$ cat config.mk
export PLATFORM = sky130hd
export DESIGN_NAME = cnt_seq_ctrl
export DESIGN_NICKNAME = d
export VERILOG_FILES = /design/src/rtl/cnt_seq_pkg.sv /design/src/rtl/cnt_pass_tracker.sv /design/src/rtl/cnt_seq_ctrl.sv
export SDC_FILE = /design/constraint.sdc
export NUM_CORES = 1
export LEC_CHECK = 0
export ABC_AREA = 1
export BUFFER_PORTS_ARGS = -buffer_cell sky130_fd_sc_hd__buf_2
export CAP_MARGIN = 20
export CELL_PAD_IN_SITES_DETAIL_PLACEMENT = 0
export CELL_PAD_IN_SITES_GLOBAL_PLACEMENT = 1
export CORE_MARGIN = 3
export CORE_UTILIZATION = 25
export DETAILED_ROUTE_END_ITERATION = 8
export HOLD_SLACK_MARGIN = 0.12
export PLACE_DENSITY = 0.65
export SYNTH_ARGS = -nofsm -noshare
export SYNTH_HDL_FRONTEND = slang
export SYNTH_SLANG_ARGS = --single-unit
export TNS_END_PERCENT = 1
$ cat constraint.sdc
create_clock -name clk -period 1.8 [get_ports clk]
set_clock_uncertainty 0.1 [all_clocks]
set_input_delay 0.18 -clock clk [delete_from_list [all_inputs] [get_ports clk]]
set_output_delay 0.18 -clock clk [all_outputs]
set_load 0.05 [all_outputs]
$ cat src/rtl/cnt_seq_pkg.sv
// cnt_seq_pkg: shared state encoding and default widths for the counter sequencer
package cnt_seq_pkg;
  typedef enum logic [1:0] {IDLE, LOAD, RUN, DONE} state_t;
  localparam int WIDTH_DEF = 4;
  localparam int PASS_W_DEF = 8;
endpackage

$ cat src/rtl/cnt_pass_tracker.sv
// cnt_pass_tracker: saturating rollover counter; last_pass flags that the next rollover completes the command
module cnt_pass_tracker import cnt_seq_pkg::*; #(
  parameter int PASS_W = PASS_W_DEF
) (
  input  logic              clk,
  input  logic              rstn,
  input  logic              clear,
  input  logic              inc,
  input  logic [PASS_W-1:0] passes_eff,
  output logic [PASS_W-1:0] pass_cnt,
  output logic              last_pass
);
  logic [PASS_W:0] nxt;
  assign nxt = {1'b0, pass_cnt} + 1'b1;
  assign last_pass = nxt == {1'b0, passes_eff};
  always_ff @(posedge clk or negedge rstn)
    if (!rstn) pass_cnt <= '0;
    else if (clear) pass_cnt <= '0;
    else if (inc && pass_cnt != '1) pass_cnt <= nxt[PASS_W-1:0];
endmodule

$ cat src/rtl/cnt_seq_ctrl.sv
// cnt_seq_ctrl: command sequencer that loads an up/down counter and waits for a number of rollovers
module cnt_seq_ctrl import cnt_seq_pkg::*; #(
  parameter int WIDTH = WIDTH_DEF,
  parameter int PASS_W = PASS_W_DEF,
  parameter logic [WIDTH-1:0] IDLE_VAL = '0
) (
  input  logic              clk,
  input  logic              rstn,
  input  logic              cmd_valid,
  output logic              cmd_ready,
  input  logic [WIDTH-1:0]  cmd_load,
  input  logic              cmd_down,
  input  logic [PASS_W-1:0] cmd_passes,
  input  logic              abort,
  output logic              cnt_load_en,
  output logic [WIDTH-1:0]  cnt_load,
  output logic              cnt_down,
  input  logic              cnt_rollover,
  output logic              busy,
  output logic              done,
  output logic              aborted,
  output logic [PASS_W-1:0] pass_cnt
);
  state_t state, state_nxt;
  logic [WIDTH-1:0] load_q;
  logic down_q;
  logic [PASS_W-1:0] passes_q;
  logic aborted_q;
  logic accept, stop, last_pass;
  assign accept = cmd_valid && state == IDLE;
  assign stop = abort && (state == LOAD || state == RUN);
  always_comb
    state_nxt = stop ? IDLE :
                state == IDLE ? (cmd_valid ? LOAD : IDLE) :
                state == LOAD ? RUN :
                state == RUN ? (cnt_rollover && last_pass ? DONE : RUN) : IDLE;
  always_ff @(posedge clk or negedge rstn)
    if (!rstn) begin
      state <= IDLE;
      load_q <= '0;
      down_q <= 1'b0;
      passes_q <= '0;
      aborted_q <= 1'b0;
    end else begin
      state <= state_nxt;
      aborted_q <= stop;
      if (accept) begin
        load_q <= cmd_load;
        down_q <= cmd_down;
        passes_q <= cmd_passes == '0 ? PASS_W'(1) : cmd_passes;
      end
    end
  cnt_pass_tracker #(.PASS_W(PASS_W)) u_trk (
    .clk(clk),
    .rstn(rstn),
    .clear(accept),
    .inc(state == RUN && cnt_rollover && !abort),
    .passes_eff(passes_q),
    .pass_cnt(pass_cnt),
    .last_pass(last_pass)
  );
  assign cmd_ready = state == IDLE;
  assign busy = state == LOAD || state == RUN;
  assign done = state == DONE;
  assign aborted = aborted_q;
  assign cnt_load_en = state != RUN;
  assign cnt_load = state == LOAD ? load_q : IDLE_VAL;
  assign cnt_down = busy && down_q;
endmodule

After elaboration in Yosys (flattened, before gate mapping)

Index checks and enable logic that the tools add are counted.
Widths: inputs -> output; s select.

Flip-flop bits (word level): 24
Input port bits: 18
Output and inout bits: 18

Add/sub/neg operators: 1
Equality and inequality tests: 6
Mux-type cells: 10
Reduce and logical (&&, ||, !) cells: 12

Operator list:

| kind                | number |
|---|---|
| $mux 8              | 3 |
| $add 8x1->9 const B | 1 |
| $eq 9x8->1          | 1 |
| $logic_not 8->1     | 1 |
| $mux 2              | 4 |
| $ne 8x8->1 const B  | 1 |
| $logic_and 1x1->1   | 7 |
| $eq 2x2->1 const B  | 2 |
| $mux 4              | 1 |
| $eq 2x1->1 const B  | 1 |
| $logic_not 2->1     | 1 |
| $mux 1              | 2 |
| $ne 2x2->1 const B  | 1 |
| $reduce_bool 2->1   | 1 |
| $logic_not 1->1     | 1 |
| $logic_or 1x1->1    | 1 |

Depth between registers and ports, before layout

Depth in word-level cells: 8
Gate-level depth with buffers: 11
Gate-level depth less buffers: 11

Cells and area by module

A second synthesis with hierarchy kept.

Cells, all modules: 191
Area total of the unflattened synthesis: 1421.4 um2

Modules (own cells, without submodules):

| module           | instances | cells each | area an instance (um2) |
|---|---|---|---|
| cnt_seq_ctrl     | 1         | 94         | 750.7 |
| cnt_pass_tracker | 1         | 97         | 670.6 |

Worst setup path before layout

Ideal clock, no wire load.

Kind: register to register
Start: reg state[0]
End: reg down_q
Setup time: 0.125 ns
Arrival time: 1.715 ns
Data required time: 1.575 ns
Path slack: -0.140 ns
Cell stages (with the launch flop): 6
Cell sequence: dfrtp_1 inv_1 ha_1 nand2_1 buf_2 mux2_2

Longest elaborated chain between the ends: 2

Ends and longest elaborated chain:

| what                   | line               | text |
|---|---|---|
| start, declared        | cnt_seq_ctrl.sv:24 | `state_t state, state_nxt;` |
| start signal, assigned | cnt_seq_ctrl.sv:45 | `state <= state_nxt;` |
| $logic_not 2->1        | --                 |  |
| named net cmd_ready    | cnt_seq_ctrl.sv:10 | `output logic cmd_ready,` |
| $logic_and 1x1->1      | cnt_seq_ctrl.sv:30 | `assign accept = cmd_valid && state == IDLE;` |
| end signal, assigned   | cnt_seq_ctrl.sv:49 | `down_q <= cmd_down;` |
| end, declared          | cnt_seq_ctrl.sv:26 | `logic down_q;` |

The timed path passes the listed nets, and every way through them passes these cells.
A chain may end at the register's enable or synchronous reset.

Worst setup path after layout

Start: reg state[0]
End: out cnt_down

Longest elaborated chain between the ends: 3
Elaborated cells between the ends (all ways): 4
Those cells by class: eq/ne (2); reduce/logical (2)

Ends and longest elaborated chain:

| what                                     | line               | text |
|---|---|---|
| $eq 2x1->1 or $eq 2x2->1 (tied branches) | cnt_seq_ctrl.sv:63 | `assign busy = state == LOAD \|\| state == RUN;` |
| $logic_or 1x1->1 *                       | cnt_seq_ctrl.sv:63 |  |
| $logic_and 1x1->1 *                      | cnt_seq_ctrl.sv:68 | `assign cnt_down = busy && down_q;` |
| end, declared                            | cnt_seq_ctrl.sv:17 | `output logic cnt_down,` |

Every way passes the cells marked *; elsewhere a longest branch is shown, timed or not.

==> results.toml <==
[synthesis]
ys_seq_elements = 24
synth.distinct_cells = 25
synth_compound_area_frac = 0.0702
syn_inst = 162
synth_top_cell_by_area = "dfrtp_1"
synth.avg_cell_area_um2 = 8.36
synth_edf_count = 0
synthTopCellsByArea = "dfrtp_1 (44%), nand2_1 (11%), mux2_2 (6.7%)"
async_reset_ff_frac = 1.00
synth_warnings = 0
synth_fa_ha_area_frac = 0.0462
syn_nets = 185
synth_xor_area_frac = 0
syn_area_mm2 = 0.00135
synth_top_family_by_area = "simple AND/OR/NAND/NOR gates"
synth_ff_type = "dfrtp_1"
synth_simple_gate_area_frac = 0.295
yosysTopAreaCellShare = 0.444
muxShareOfSynthArea = 0.0665
ys_seq_area_frac = 0.444

[finish]
fillers = 539
n_antenna_cell = 0
area_growth_pct = 36.5
mostFrequentLayoutCell = "nand2_1"
layout_common_cells = "nand2_1 (40), buf_2 (35), dfrtp_1 (24)"
fin_cells = 286
layout-drive-gt1-share = 0.306
nets = 240

[sta]
tightest_slew_ps = 566
max_freq_ghz = 0.580
maxSlewViolCount = 0
timing.final.hold_violations = 0
maxSlewHeadroom = 0.623
fin_crit_ps = 1720
fin_crit_sh = 0.958
setup_viol = 0
tns_ps = 0

[power_and_ir_drop]
power_density_mw_per_mm2 = 1420
static-leakage-power_nw = 0.919
p_total_mw = 2.63
ir_worst_vdd_v = 0.00125

[clock_tree]
clkLatencyLatePin_ps = 270
numCtsBuffers = 3
cts_tree = "done"
ctsHtreeMaxLevel = 1
clockRootBuffer = "clkbuf_8"
clockBufferDepth = 2
cts_sinks = 24
clk_pin_slew_ps = 90

[global_route]
grt_overflow = 0
grt_max_degree = 25
grt_pass1_wl_mm = 5.69
antenna_found_initial = 0
grt_pass1_vias = 1188
grt_usage = 0.113

[placement]
dp_cells = 267
port-buffer-count = 35
place.gp.congestion = 0.746
dp_hpwl_mm = 2.43

[floorplanning]
die_x_um = 79.6
rows = 26
start_util = 0.262
die_area_mm2 = 0.00633
die_h_um = 79.6
ios = 36
coreArea_mm2 = 0.00517

[critical_path]
path_common_cell = "inv_1"
path_class = "reg2out"
critPathMaxStageDelay_ps = 400
crit_slowest_cell = "dfrtp_1"
crit_fanout = 4
cp-start-kind = "flip-flop"
worstPathCellList = "inv_1, ha_2, nand2_1, inv_1, buf_2"
crit_path_end_kind = "output port"
r2r_setup_slack_ps = 120
worstPathArrival_ps = 1440
critPathRequiredTime_ps = 1520

[detailed_routing]
wl_per_cell_um = 11.3
drc = 0
first_pass_iters = 4
drt_wl_total_mm = 3.24
via_count = 1212
first_iter_violations = 46
vias_per_cell = 4.24
antenna_left = 0

[outcome]
outcome = "completed"

[run]
drv_cap = 0

[hold_path]
min_path_type = "in2reg"
==> flip-flops by register name, indices dropped and copies added, names as in the netlist <==
register        count
aborted             1
load_q              4
down_q              1
state               2
u_trk.pass_cnt      8
passes_q            8
==> worst paths after layout <==
path,from,to,cells after the start
max,state[0],cnt_down,5
min reg2reg,load_q[3],load_q[3],1
max in group asynchronous,rstn,passes_q[1],2
min,cnt_rollover,state[0],7
max reg2reg,state[0],u_trk.pass_cnt[6],6
min in group asynchronous,rstn,u_trk.pass_cnt[5],2
==> synth_stat cells, types with 2 or more instances <==
| cell type | n |
|---|---|
| nand2_1 | 40 |
| dfrtp_1 | 24 |
| inv_1 | 23 |
| nor2_1 | 12 |
| nand3_1 | 10 |
| mux2_2 | 8 |
| o22ai_1 | 6 |
| ha_1 | 5 |
| nand2_2 | 5 |
| nand3b_1 | 5 |
| o21ai_0 | 5 |
| nand4_1 | 3 |
| nand3_2 | 2 |
| nor2_4 | 2 |
| o21ai_1 | 2 |
==> cell type report <==
| class | instances | area (um2) | area share |
|---|---|---|---|
| Clock buffer | 4 | 55.1 | 0.0298 |
| Inverter | 24 | 90.1 | 0.0487 |
| Sequential cell | 24 | 601 | 0.325 |
| Tap cell | 70 | 87.6 | 0.0474 |
| Multi-Input combinational cell | 111 | 654 | 0.354 |
| Timing Repair Buffer | 53 | 360 | 0.195 |
==> routing by layer <==
layer  vias to the layer above  wire, um  track usage
met5                         -         0            0
met1                       536      1630        0.159
met2                        39      1390        0.170
met3                         5       188       0.0316
met4                         0        38       0.0258
li1                        632         -            -
==> metrics by stage <==
step                      hold slack (ps)  area, um2  setup WS, ps   util
after floorplan                      -216       1360          -108      -
after global placement                111       1640           129  0.317
after detailed placement              114       1640           127  0.317
after CTS                             276       1840          65.4  0.356
after global routing                  328       1850        -0.792  0.357
final                                 282       1850          75.5  0.357
==> critical path, delay by kind of cell (launching register included) <==
family	cells	cell delay (ps)
AND/OR/NAND/NOR	1	50
buffers and inverters	3	370
adder cells (fa/ha/maj)	1	350
flip-flops	1	400
==> logic make-up after synthesis <==
logic type,Yosys count
adders and majority gates,5
buffers and inverters,27
muxes,8
DFF,24
and+or+nand+nor,82
AOI/OAI and AO/OA,16
==> what timing repair did <==
item	CTS	global route
setup buffers	0	0
resized for setup	0	2
endpoints found under the setup margin	0	1
endpoints found under the hold margin	40	0
hold buffers	15	0
==> report_power, final <==
part | switching [mW] | internal (mW)
clock network | 0.181 | 0.196
registers | 0.118 | 0.732
logic | 0.926 | 0.474
(Power assumes the default switching activity.)
